### src/rtl/operand_stage.sv
// operand_stage: registered decode->execute operand stage.
// Selects srca/srcb from regfile/PC/immediate/constants, resolves RAW hazards
// over NUM_FWD bypass channels (index 0 = youngest), stalls on load-use and
// holds the result in a one-entry valid/ready register.
module operand_stage #(
  parameter int XLEN    = 64,
  parameter int NUM_FWD = 2,
  parameter int RA_W    = 5,
  parameter int CNT_W   = 32
) (
  input  logic                    clk,
  input  logic                    reset,
  input  logic                    in_valid,
  output logic                    in_ready,
  input  logic [XLEN-1:0]         in_pc,
  input  logic [1:0]              in_asel,
  input  logic [1:0]              in_bsel,
  input  logic [RA_W-1:0]         in_rs1,
  input  logic [RA_W-1:0]         in_rs2,
  input  logic [XLEN-1:0]         in_rd1,
  input  logic [XLEN-1:0]         in_rd2,
  input  logic [XLEN-1:0]         in_imm,
  input  logic [NUM_FWD-1:0]      fwd_valid,
  input  logic [NUM_FWD-1:0]      fwd_pending,
  input  logic [NUM_FWD*RA_W-1:0] fwd_rd,
  input  logic [NUM_FWD*XLEN-1:0] fwd_data,
  input  logic                    flush,
  output logic                    out_valid,
  input  logic                    out_ready,
  output logic [XLEN-1:0]         out_pc,
  output logic [XLEN-1:0]         out_srca,
  output logic [XLEN-1:0]         out_srcb,
  output logic [XLEN-1:0]         out_rs2val,
  output logic [CNT_W-1:0]        stall_cnt
);

  typedef enum logic {EMPTY = 1'b0, FULL = 1'b1} state_t;

  state_t          state_reg, state_next;
  logic [XLEN-1:0] rs1_val, rs2_val;
  logic            rs1_pend, rs2_pend;
  logic [XLEN-1:0] srca_sel, srcb_sel;
  logic            hazard;
  logic            accept;

  // Bypass: scan oldest to youngest so the lowest matching channel wins; x0 is hardwired to zero.
  always_comb begin
    rs1_val  = in_rd1;
    rs2_val  = in_rd2;
    rs1_pend = 1'b0;
    rs2_pend = 1'b0;
    for (int k = NUM_FWD - 1; k >= 0; k--) begin
      if (fwd_valid[k] && (fwd_rd[k*RA_W +: RA_W] == in_rs1)) begin
        rs1_val  = fwd_data[k*XLEN +: XLEN];
        rs1_pend = fwd_pending[k];
      end
      if (fwd_valid[k] && (fwd_rd[k*RA_W +: RA_W] == in_rs2)) begin
        rs2_val  = fwd_data[k*XLEN +: XLEN];
        rs2_pend = fwd_pending[k];
      end
    end
    if (in_rs1 == '0) begin
      rs1_val  = '0;
      rs1_pend = 1'b0;
    end
    if (in_rs2 == '0) begin
      rs2_val  = '0;
      rs2_pend = 1'b0;
    end
  end

  // Operand muxes driven by the explicit select codes.
  always_comb begin
    srca_sel = '0;
    srcb_sel = '0;
    case (in_asel)
      2'b00:   srca_sel = rs1_val;
      2'b01:   srca_sel = in_pc;
      2'b10:   srca_sel = in_imm;
      default: srca_sel = '0;
    endcase
    case (in_bsel)
      2'b00:   srcb_sel = rs2_val;
      2'b01:   srcb_sel = in_imm;
      2'b10:   srcb_sel = XLEN'(4);
      default: srcb_sel = '0;
    endcase
  end

  // rs2 is always treated as in use (store data / branch compare), so it stalls regardless of bsel.
  assign hazard    = in_valid & (((in_asel == 2'b00) & rs1_pend) | rs2_pend);
  assign out_valid = (state_reg == FULL);
  assign in_ready  = reset & ~hazard & ~flush & (~out_valid | out_ready);
  assign accept    = in_valid & in_ready;

  // State register for the one-entry buffer.
  always_ff @(posedge clk or negedge reset) begin
    if (!reset) state_reg <= EMPTY;
    else        state_reg <= state_next;
  end

  // Next-state: flush wins, then accept fills, then a consume with no accept drains.
  always_comb begin
    state_next = state_reg;
    if (flush)                      state_next = EMPTY;
    else if (accept)                state_next = FULL;
    else if (out_valid & out_ready) state_next = EMPTY;
  end

  // Payload registers load only on accept, so a held entry stays bit-exact.
  always_ff @(posedge clk or negedge reset) begin
    if (!reset) begin
      out_pc     <= '0;
      out_srca   <= '0;
      out_srcb   <= '0;
      out_rs2val <= '0;
    end else if (accept) begin
      out_pc     <= in_pc;
      out_srca   <= srca_sel;
      out_srcb   <= srcb_sel;
      out_rs2val <= rs2_val;
    end
  end

  // Load-use stall counter; wraps naturally at full scale.
  always_ff @(posedge clk or negedge reset) begin
    if (!reset)              stall_cnt <= '0;
    else if (hazard & ~flush) stall_cnt <= stall_cnt + CNT_W'(1);
  end

endmodule

### config.mk
export PLATFORM = sky130hd
export DESIGN_NAME = operand_stage
export DESIGN_NICKNAME = d
export VERILOG_FILES = /design/src/rtl/operand_stage.sv
export SDC_FILE = /design/constraint.sdc
export NUM_CORES = 1
export LEC_CHECK = 0
export CAP_MARGIN = 20
export CORE_AREA = 8 8 266 268
export DETAILED_ROUTE_END_ITERATION = 10
export DIE_AREA = 0 0 274 276
export GPL_ROUTABILITY_DRIVEN = 0
export GPL_TIMING_DRIVEN = 0
export PLACE_DENSITY = 0.53
export SLEW_MARGIN = 20
export SYNTH_ARGS = -nofsm -noshare
export SYNTH_HDL_FRONTEND = slang
export SYNTH_SLANG_ARGS = --single-unit
### constraint.sdc
create_clock -name clk -period 3.19 [get_ports clk]
set_input_delay 0.4785 -clock clk [delete_from_list [all_inputs] [get_ports clk]]
set_output_delay 0.4785 -clock clk [all_outputs]
set_load 0.02 [all_outputs]
==> results of run 1 <==
==> layer usage <==
layer,track usage,wire length [um],share of wire,up-vias
met1,0.2766,35580,0.38,8659
met3,0.06656,8346,0.090,172
met2,0.3927,45010,0.49,959
li1,-,-,-,7952
met5,0,0,0,-
met4,0.09242,3675,0.040,0
==> layout make-up <==
type                       count  share of cell area
sequential                   289              0.2888
multi-input combinational   1356              0.2972
timing repair buffer         719              0.2896
antenna                       15            0.001499
clock inverter                 6            0.002698
inverter                       2           0.0002997
buffer                       155             0.02957
tap                          873             0.04361
clock buffer                  61             0.04676
==> power groups by stage <==
stage               clock, mW  combinational [mW]  sequential, mW
floorplan                   0               0.948            5.48
global placement            0                4.39            4.74
detailed placement          0                4.41            4.75
CTS                      4.45                4.44            4.70
global route             4.60                4.68            4.78
finish                   4.35                4.40            4.70
==> synthesized netlist by cell type (2+ instances only) <==
cell type	number
nand2_1	586
dfrtp_1	289
o21ai_0	128
a31oi_1	127
clkbuf_1	91
nor2_1	66
o21ai_1	65
a221oi_1	64
mux2i_1	64
o211ai_1	63
o31ai_1	63
buf_2	40
xnor2_1	40
buf_4	18
nand4_1	18
nand3_1	14
xor2_1	11
and3_1	9
and4_1	7
buf_1	5
and2_1	4
nor2b_1	4
nor3_1	3
a211oi_1	2
inv_1	2
nor4_1	2
==> sequential cells by signal, indices dropped and copies added (netlist names) <==
signal	flops
out_rs2val	64
out_srca	64
out_srcb	64
stall_cnt	32
out_valid	1
out_pc	64
==> what timing repair did <==
item | 4_1_cts | 5_1_grt
buffers inserted | 6 | 0
hold endpoints to repair | 83 | 0
hold buffers | 2 | 0
endpoints found under the setup margin | 191 | 5
pin swaps | 5 | 1
resized for setup | 19 | 2
==> final timing paths <==
path,end,from,depth (start not counted)
max,in_ready,in_rs1[4],9
min,out_pc[33],out_pc[33],2
max reg2reg,stall_cnt[24],stall_cnt[4],7
min reg2reg,out_pc[33],out_pc[33],2
max in group asynchronous,out_srcb[10],reset,4
min in group asynchronous,out_srca[43],reset,3
==> critical path, cell delays in order <==
cell and delay (ns):
clkdlybuf4s50_1 0.49, xor2_1 0.18, nor4_1 0.26, nand3_1 0.20, mux2_4 0.36, o22ai_4 0.21, buf_6 0.18, a211oi_2 0.08
buf_2 0.16
==> cells by family (layout without fill, tap and decap cells) <==
| logic type | after synthesis | count (layout) |
|---|---|---|
| AOI/OAI and AO/OA | 520 | 520 |
| xor gates and xnor gates | 51 | 51 |
| adders and majority gates | 1 | 1 |
| buffers and inverters | 157 | 943 |
| DFF | 289 | 289 |
| muxes | 67 | 67 |
| other | 0 | 15 |
| and+or+nand+nor | 717 | 717 |
==> per-stage QoR <==
stage / instances / instance area [sq um] / power, mW / hold slack, ns
4_1_cts: 3461 / 25000 / 13.59 / 0.4555
6_report: 3476 / 25050 / 13.46 / 0.4721
3_3_place_gp: 3381 / 23490 / 9.127 / 0.4604
5_1_grt: 3475 / 25040 / 14.05 / 0.4885
3_5_place_dp: 3386 / 23640 / 9.159 / 0.4624
2_1_floorplan: 1802 / 15330 / 6.426 / 0.1829
==> cell usage in the layout, fill, tap and decap left out, types with 40 or more instances in the layout <==
master,instances
a221oi_1,64
o21ai_0,128
o21ai_1,65
clkbuf_1,99
nand2_1,586
clkbuf_16,41
xnor2_1,40
nor2_1,65
clkdlybuf4s50_1,702
mux2i_1,64
dfrtp_1,289
o211ai_1,63
o31ai_1,63
buf_2,41
a31oi_1,127
==> reports/results.md, run 1 <==
## Yosys
- post-synthesis async set-or-reset flop share: 1.000
- cell area after technology mapping: 15330 sq um
- synthesized flop and latch total: 289
- Synth Warn #: 0
- area share of fa/ha/maj cells after synthesis: 0.0008159
- post-synthesis simple-gate area fraction: 0.1859
- Net Count, Synth: 2220
- EDFF count, synth: 0
- synthesized instance count: 1802
- top cells by area in the synthesized netlist: dfrtp_1, nand2_1, a31oi_1, mux2i_1, o21ai_0
- dominant combinational cell family by area after synthesis: compound AO/OA/AOI/OAI gates
- Compound-Gate Fraction of Synth Area: 0.2210
- parity-gate share of the synthesized area counting xor and xnor cells: 0.02913
- count of unique library cells instantiated by Yosys: 43
- multiplexer area fraction after synthesis: 0.04496
- dominant cell type by area after synthesis: dfrtp_1
- sequential fraction of the synthesis area: 0.4716
- prevailing post-synth register cell: dfrtp_1
- Yosys top cell area share: 0.4716
- Avg Synthesized Cell Area: 8.510 sq um

## Cells and area
- layout cell share with drive strength beyond 1: 0.05796
- area of combinational cells with multiple inputs: 7445 sq um
- number of fill cells: 6790
- Register Area: 7232 sq um
- Syn-to-layout area delta: 63.32%
- fraction of the core area covered by cells at the end of the flow: 0.3763
- # nets final: 2979

## Timing
- final number of max-transition violations: 0
- final worst slack: 0.09442 ns
- TNS Setup: 0 ns
- final-report setup violation count: 0
- number of hold-slack violations in the final timing report: 0
- achievable clock frequency: 323.0 MHz
- Max-slew headroom: 0.2907
- final worst-path cycle share: 0.9704
- worst setup skew after layout: 0.01192 ns
- Slew @ Worst Pin: 1.061 ns
- final critical-path required period: 3.096 ns
- setup repair after global routing missed its margin: no

## Power and ir drop
- fraction of power spent switching nets: 0.3381
- LEAKAGE: 10.05 nW
- power density cells: 537.3 nW/um^2
- Seq pwr share: 0.349
- Clk network pwr share: 0.323
- Internal Power: 8.907 mW
- largest voltage drop on the vdd net: 0.0003489 V
- sw power: 4.550 mW
- combinational share of power: 0.327

## Route
- First DRT Iteration DRCs: 1340
- final routed DRC violation total: 0
- Final Routed Wirelength: 92620 um
- total number of vias: 17742
- iteration count of the initial detailed-routing pass: 7
- number of vias per cell: 5.104
- mean routed wirelength per cell: 26.64 um
- remaining antenna violation count after routing: 0

## Global route
- wire length of the first global-routing pass: 131300 um
- largest net degree at the start of global routing: 90
- antenna violations before repair: 23
- number of global-route vias before repair: 18401
- Overflow after GRT: 0
- Tot GR Track Use: 0.2330

## CTS
- H-tree Lvls: 2
- buffer levels on the longest clock path: 3
- count of clock tree sinks: 289
- CTS clk-pin slew, worst paths: 0.05 ns
- TritonCTS buffer count: 38
- Clk Tree Root Cell: clkbuf_16
- clock insertion delay at the later pin of the skew report: 0.56 ns
- CTS tree: built

## Floorplanning
- standard cell core area: 66560 sq um
- DIE WIDTH: 274 um
- Site Rows: 95
- die outline area: 75620 sq um
- starting density of the core: 0.2304
- # IOs: 707
- DIE HEIGHT: 276 um

## Placement
- detailed placer's ending HPWL: 72530 um
- number of buffer cells added on primary ports: 706
- Placement Setup Slack: -1.294 ns

## Critical path
- required time worst endpoint: 2.71 ns
- CP Class: input port to primary output
- r2r setup slk: 0.78 ns
- Worst Path Max Fanout: 10
- type of element launching the critical path: input port
- arrival time of the worst setup path: 2.62 ns
- kind of end point of the critical path: primary output

## Min path
- class of the tightest hold or removal check: register to register

## Run
- max cap viols: 0

## Run status
- result of the run: complete, no violations

Power figures use the tool's default switching activity.
==> inputs of run 2 (changes only) <==
--- a/config.mk
+++ b/config.mk
@@ -12,6 +12,7 @@
 export GPL_ROUTABILITY_DRIVEN = 0
 export GPL_TIMING_DRIVEN = 0
 export PLACE_DENSITY = 0.53
+export SKIP_CTS_REPAIR_TIMING = 1
 export SLEW_MARGIN = 20
 export SYNTH_ARGS = -nofsm -noshare
 export SYNTH_HDL_FRONTEND = slang
==> run 2 against run 1 <==
Compared with the run above: the run now ends with negative hold slack left; non-clock buffer count increased by 9; largest cell class unchanged; clock power about the same; flip-flop and latch count unchanged; via count increased by 0.72%; largest power group unchanged; critical endpoint unchanged.
==> reports/results.md, run 2 (synthesis results as in run 1) <==
## CTS
- clock insertion delay at the later pin of the skew report: 0.56 ns
- buffer levels on the longest clock path: 3
- count of clock tree sinks: 289
- TritonCTS buffer count: 38
- CTS clk-pin slew, worst paths: 0.06 ns
- H-tree Lvls: 2
- CTS tree: built
- Clk Tree Root Cell: clkbuf_16

## Timing
- final critical-path required period: 3.142 ns
- achievable clock frequency: 318.2 MHz
- number of hold-slack violations in the final timing report: 62
- final worst-path cycle share: 0.9851
- worst setup skew after layout: 0.01037 ns
- final-report setup violation count: 0
- Max-slew headroom: 0.2800
- final number of max-transition violations: 0
- Slew @ Worst Pin: 1.077 ns
- TNS Setup: 0 ns
- final hold slack: -0.03799 ns

## Placement
- detailed placer's ending HPWL: 72530 um
- instance area after placement: 23640 sq um
- number of buffer cells added on primary ports: 706

## Min path
- class of the tightest hold or removal check: input port to asynchronous set/reset pin

## Critical path
- required time worst endpoint: 2.71 ns
- arrival time of the worst setup path: 2.66 ns
- cell-by-cell trace of the critical path: clkdlybuf4s50_1 -> xor2_1 -> nor4_1 -> nand3_1 -> mux2_4 -> o22ai_4 -> buf_6 -> a211oi_2 -> buf_2
- type of element launching the critical path: input port
- CP Class: input port to primary output
- Worst Path Max Fanout: 7
- kind of end point of the critical path: primary output
- largest stage delay on the critical path: 0.45 ns
- cell with the largest stage delay on the worst path: clkdlybuf4s50_1

## Run status
- violated checks: negative hold slack
- result of the run: finished with violations

## Floorplanning
- die outline area: 75620 sq um
- Site Rows: 95
- starting density of the core: 0.2304
- DIE HEIGHT: 276 um
- DIE WIDTH: 274 um
- # IOs: 707
- standard cell core area: 66560 sq um

## Power and ir drop
- sw power: 4.556 mW
- power consumption: 13.46 mW
- fraction of power spent switching nets: 0.3384
- Internal Power: 8.906 mW
- Seq pwr share: 0.350
- Clk network pwr share: 0.323
- LEAKAGE: 10.16 nW
- power density cells: 535.9 nW/um^2
- combinational share of power: 0.327
- largest voltage drop on the vdd net: 0.0003510 V

## Cells and area
- commonest non-fill, non-tap cell in the layout: clkdlybuf4s50_1
- final instance area: 25120 sq um
- layout cell share with drive strength beyond 1: 0.06122
- # nets final: 2988
- Syn-to-layout area delta: 63.81%
- top library cells by usage in the layout, fill and taps aside: clkdlybuf4s50_1, nand2_1, dfrtp_1, o21ai_0, a31oi_1

## Global route
- Tot GR Track Use: 0.2322
- antenna violations before repair: 23
- number of global-route vias before repair: 18329
- Overflow after GRT: 0
- wire length of the first global-routing pass: 131000 um
- largest net degree at the start of global routing: 90

## Route
- iteration count of the initial detailed-routing pass: 6
- final routed DRC violation total: 0
- First DRT Iteration DRCs: 1326
- number of vias per cell: 5.128
- mean routed wirelength per cell: 26.59 um
- total number of vias: 17870
- Final Routed Wirelength: 92680 um
- remaining antenna violation count after routing: 0

## Run
- max cap viols: 0

-- run 2: cell types whose count changed in the layout (fill, tap and decap cells not counted), sizes merged --
cell           delta
buf               +9
dlygate4sd2       -2
dlymetal6s2s      +8
clkdlybuf4s50     -6
-- run 2: final timing paths --
path,from,to,slack (ns),cells past startpoint
max reg2reg,stall_cnt[4],stall_cnt[24],0.78,7
min in group clk,out_pc[33],out_pc[33],0.47,2
max,fwd_rd[4],in_ready,0.05,9
min reg2reg,out_pc[33],out_pc[33],0.47,2
min,reset,out_srca[46],-0.04,1
max in group asynchronous,reset,out_srca[10],2.09,3
-- run 2: per-stage QoR --
step / utilization / cells / hold slack (ns) / setup slack (ns)
4_1_cts: 0.3737 / 3453 / -0.03502 / -1.297
6_report: 0.3774 / 3485 / -0.03799 / 0.04759
5_1_grt: 0.3773 / 3484 / -0.0002904 / -0.004858
2_1_floorplan: - / 1802 / 0.1829 / 0.2426
3_3_place_gp: 0.3530 / 3381 / 0.4604 / -12.25
3_5_place_dp: 0.3551 / 3386 / 0.4624 / -1.294
-- run 2: worst max-delay path: cells and delay by family --
| family | cells | cell delay (ns) |
|---|---|---|
| AOI/OAI and AO/OA | 2 | 0.34 |
| xor gates and xnor gates | 1 | 0.18 |
| buffers and inverters | 3 | 0.79 |
| muxes | 1 | 0.39 |
| and+or+nand+nor | 2 | 0.47 |
-- run 2: routing by layer --
layer	up-vias	wire, um	share of wire	GRT usage
met2	947	45020	0.49	0.3910
met5	-	0	0	0
li1	7964	-	-	-
met1	8785	35880	0.39	0.2776
met4	0	3568	0.038	0.09066
met3	174	8210	0.089	0.06483
-- run 2: final cells by class --
cell class              count  area (sq um)
diodes                     15         37.54
plain buffers             155         744.5
clock buffers              61          1171
clock inverters             6         67.56
fillers                  6788         41440
inverters                   2         7.507
multi-input cells        1356          7445
flip-flops and latches    289          7232
well taps                 873          1092
repair buffers            728          7322
-- run 2: power by group through the flow --
stage               combinational, mW  sequential [mW]  clock (mW)
global route                     4.68             4.78        4.60
CTS                              4.43             4.70        4.45
finish                           4.40             4.71        4.35
floorplan                       0.948             5.48           0
detailed placement               4.41             4.75           0
global placement                 4.39             4.74           0
==> inputs of run 3 (changes only) <==
==> constraint.sdc (replaced) <==
create_clock -name clk -period 2.95 [get_ports clk]
set_input_delay 0.4425 -clock clk [delete_from_list [all_inputs] [get_ports clk]]
set_output_delay 0.4425 -clock clk [all_outputs]
set_load 0.02 [all_outputs]
==> run 3 against run 2 <==
Compared with the run above: the flow still finishes with violations (negative hold slack); global-route usage did not move; power rose by 8.2%; clock power rose by 8.5%; critical path depth did not move; clock skew fell by 0.00081 ns; worst setup slack gained 0.028 ns.
==> reports/results.md, run 3 (synthesis results as in run 1) <==
## Route
- total number of vias: 17708
- number of vias per cell: 5.083
- final routed DRC violation total: 0
- mean routed wirelength per cell: 26.61 um
- remaining antenna violation count after routing: 0
- iteration count of the initial detailed-routing pass: 6
- First DRT Iteration DRCs: 1295
- Final Routed Wirelength: 92710 um

## Floorplanning
- # IOs: 707
- DIE WIDTH: 274 um
- Site Rows: 95
- die outline area: 75620 sq um
- starting density of the core: 0.2304
- DIE HEIGHT: 276 um
- standard cell core area: 66560 sq um

## Critical path
- instance count on the critical path: 9
- r2r setup slk: 0.54 ns
- capturing element of the worst setup path: out_srca[51]
- CP Class: input port to register
- number of cells on the worst reg-to-reg path: 7
- delay-heaviest family, CP: buffers and inverters
- sum of buffers and inverters on the critical path: 4
- launch point of the worst path: fwd_rd[0]
- kind of end point of the critical path: register
- arrival time of the worst setup path: 3.28 ns
- reg-to-reg critical path startpoint: stall_cnt[4]
- critical register-to-register path endpoint: stall_cnt[24]
- largest stage delay on the critical path: 0.68 ns
- required time worst endpoint: 3.36 ns
- cell with the largest stage delay on the worst path: clkbuf_1
- cell-by-cell trace of the critical path: clkdlybuf4s50_1 -> xnor2_1 -> nand3_1 -> buf_4 -> clkbuf_1 -> clkbuf_1 -> a31oi_1 -> a221oi_1 -> o21ai_1
- Worst Path Max Fanout: 10
- cell type with the highest occurrence count on the critical path: clkbuf_1
- type of element launching the critical path: input port

## CTS
- TritonCTS buffer count: 38
- count of clock tree sinks: 289
- H-tree Lvls: 2
- buffer levels on the longest clock path: 3
- clock insertion delay at the later pin of the skew report: 0.56 ns
- CTS clk-pin slew, worst paths: 0.06 ns
- CTS tree: built
- Clk Tree Root Cell: clkbuf_16

## Placement
- instance area after placement: 23640 sq um
- detailed placer's ending HPWL: 72530 um
- number of buffer cells added on primary ports: 706

## Global route
- Overflow after GRT: 0
- Tot GR Track Use: 0.2322
- antenna violations before repair: 23
- wire length of the first global-routing pass: 131000 um
- number of global-route vias before repair: 18329
- largest net degree at the start of global routing: 90

## Run
- max cap viols: 0

## Power and ir drop
- power density cells: 579.2 nW/um^2
- power consumption: 14.57 mW
- LEAKAGE: 10.26 nW
- largest voltage drop on the vdd net: 0.0003786 V

## Timing
- final critical-path required period: 2.874 ns
- worst setup skew after layout: 0.009565 ns
- final-report setup violation count: 0
- Max-slew headroom: 0.3878
- achievable clock frequency: 347.9 MHz
- number of hold-slack violations in the final timing report: 83
- final hold slack: -0.08915 ns
- Slew @ Worst Pin: 0.9183 ns
- setup repair after global routing missed its margin: no
- final number of max-transition violations: 0
- final worst-path cycle share: 0.9743

## Cells and area
- layout cell share with drive strength beyond 1: 0.06356
- commonest non-fill, non-tap cell in the layout: clkdlybuf4s50_1
- top library cells by usage in the layout, fill and taps aside: clkdlybuf4s50_1, nand2_1, dfrtp_1, o21ai_0, a31oi_1
- fraction of the core area covered by cells at the end of the flow: 0.3780
- # nets final: 2987
- Syn-to-layout area delta: 64.07%
- final instance area: 25160 sq um

## Min path
- class of the tightest hold or removal check: input port to asynchronous set/reset pin

## Run status
- result of the run: finished with violations
- violated checks: negative hold slack

==> run 3: cell count changes in the layout (fill, tap and decap cells not counted), sizes merged <==
cell / before / now
buf: 87 / 84
clkdlybuf4s50: 696 / 687
clkbuf: 152 / 155
dlygate4sd3: 1 / 0
dlymetal6s2s: 8 / 17
==> run 3: area by class of cell <==
| type | instances | area (sq um) |
|---|---|---|
| plain buffers | 154 | 759.5 |
| multi-input cells | 1356 | 7447 |
| diodes | 15 | 37.54 |
| clock buffers | 61 | 1171 |
| clock inverters | 6 | 67.56 |
| fillers | 6783 | 41400 |
| repair buffers | 728 | 7345 |
| inverters | 2 | 7.507 |
| well taps | 873 | 1092 |
| flip-flops and latches | 289 | 7232 |
==> run 3: worst reg2reg max path: stages, from the launching register on <==
cell and delay (ns):
dfrtp_1 0.47, and4_1 0.29, and4_1 0.28, and4_1 0.27
and4_1 0.30, clkbuf_1 0.35, nand4_1 0.17, xnor2_1 0.16
==> run 3: how the worst min path moves through the flow <==
stage | startpoint | slack, ns | end
global route | reset | -0.04 | out_pc[45]
floorplan | reset | 0.15 | out_pc[0]
global placement | out_pc[40] | 0.46 | out_pc[40]
finish | reset | -0.09 | out_pc[46]
detailed placement | out_pc[44] | 0.46 | out_pc[44]
CTS | reset | -0.07 | out_pc[45]
==> run 3: report_power, final <==
part | internal, mW | switching [mW]
registers | 4.65 | 0.433
clock network | 2.80 | 1.92
logic | 2.18 | 2.59
total | 9.63 | 4.94
==> run 3: routing by layer <==
| layer | share of wire | wire length (um) | global-route usage |
|---|---|---|---|
| met1 | 0.39 | 36380 | 0.2776 |
| met3 | 0.085 | 7912 | 0.06483 |
| met5 | 0 | 0 | 0 |
| met2 | 0.49 | 44990 | 0.3910 |
| met4 | 0.037 | 3425 | 0.09066 |
==> run 3: metrics by stage <==
step | instances | hold WS (ns) | setup TNS, ns | setup slack (ns)
2_1_floorplan | 1802 | 0.1469 | 0 | 0.07460
5_1_grt | 3483 | -0.04263 | 0 | 0.07254
3_5_place_dp | 3386 | 0.4624 | -205.40 | -1.462
6_report | 3484 | -0.08915 | 0 | 0.07589
3_3_place_gp | 3381 | 0.4604 | -6533.10 | -12.45
4_1_cts | 3453 | -0.07102 | -60.51 | -1.465
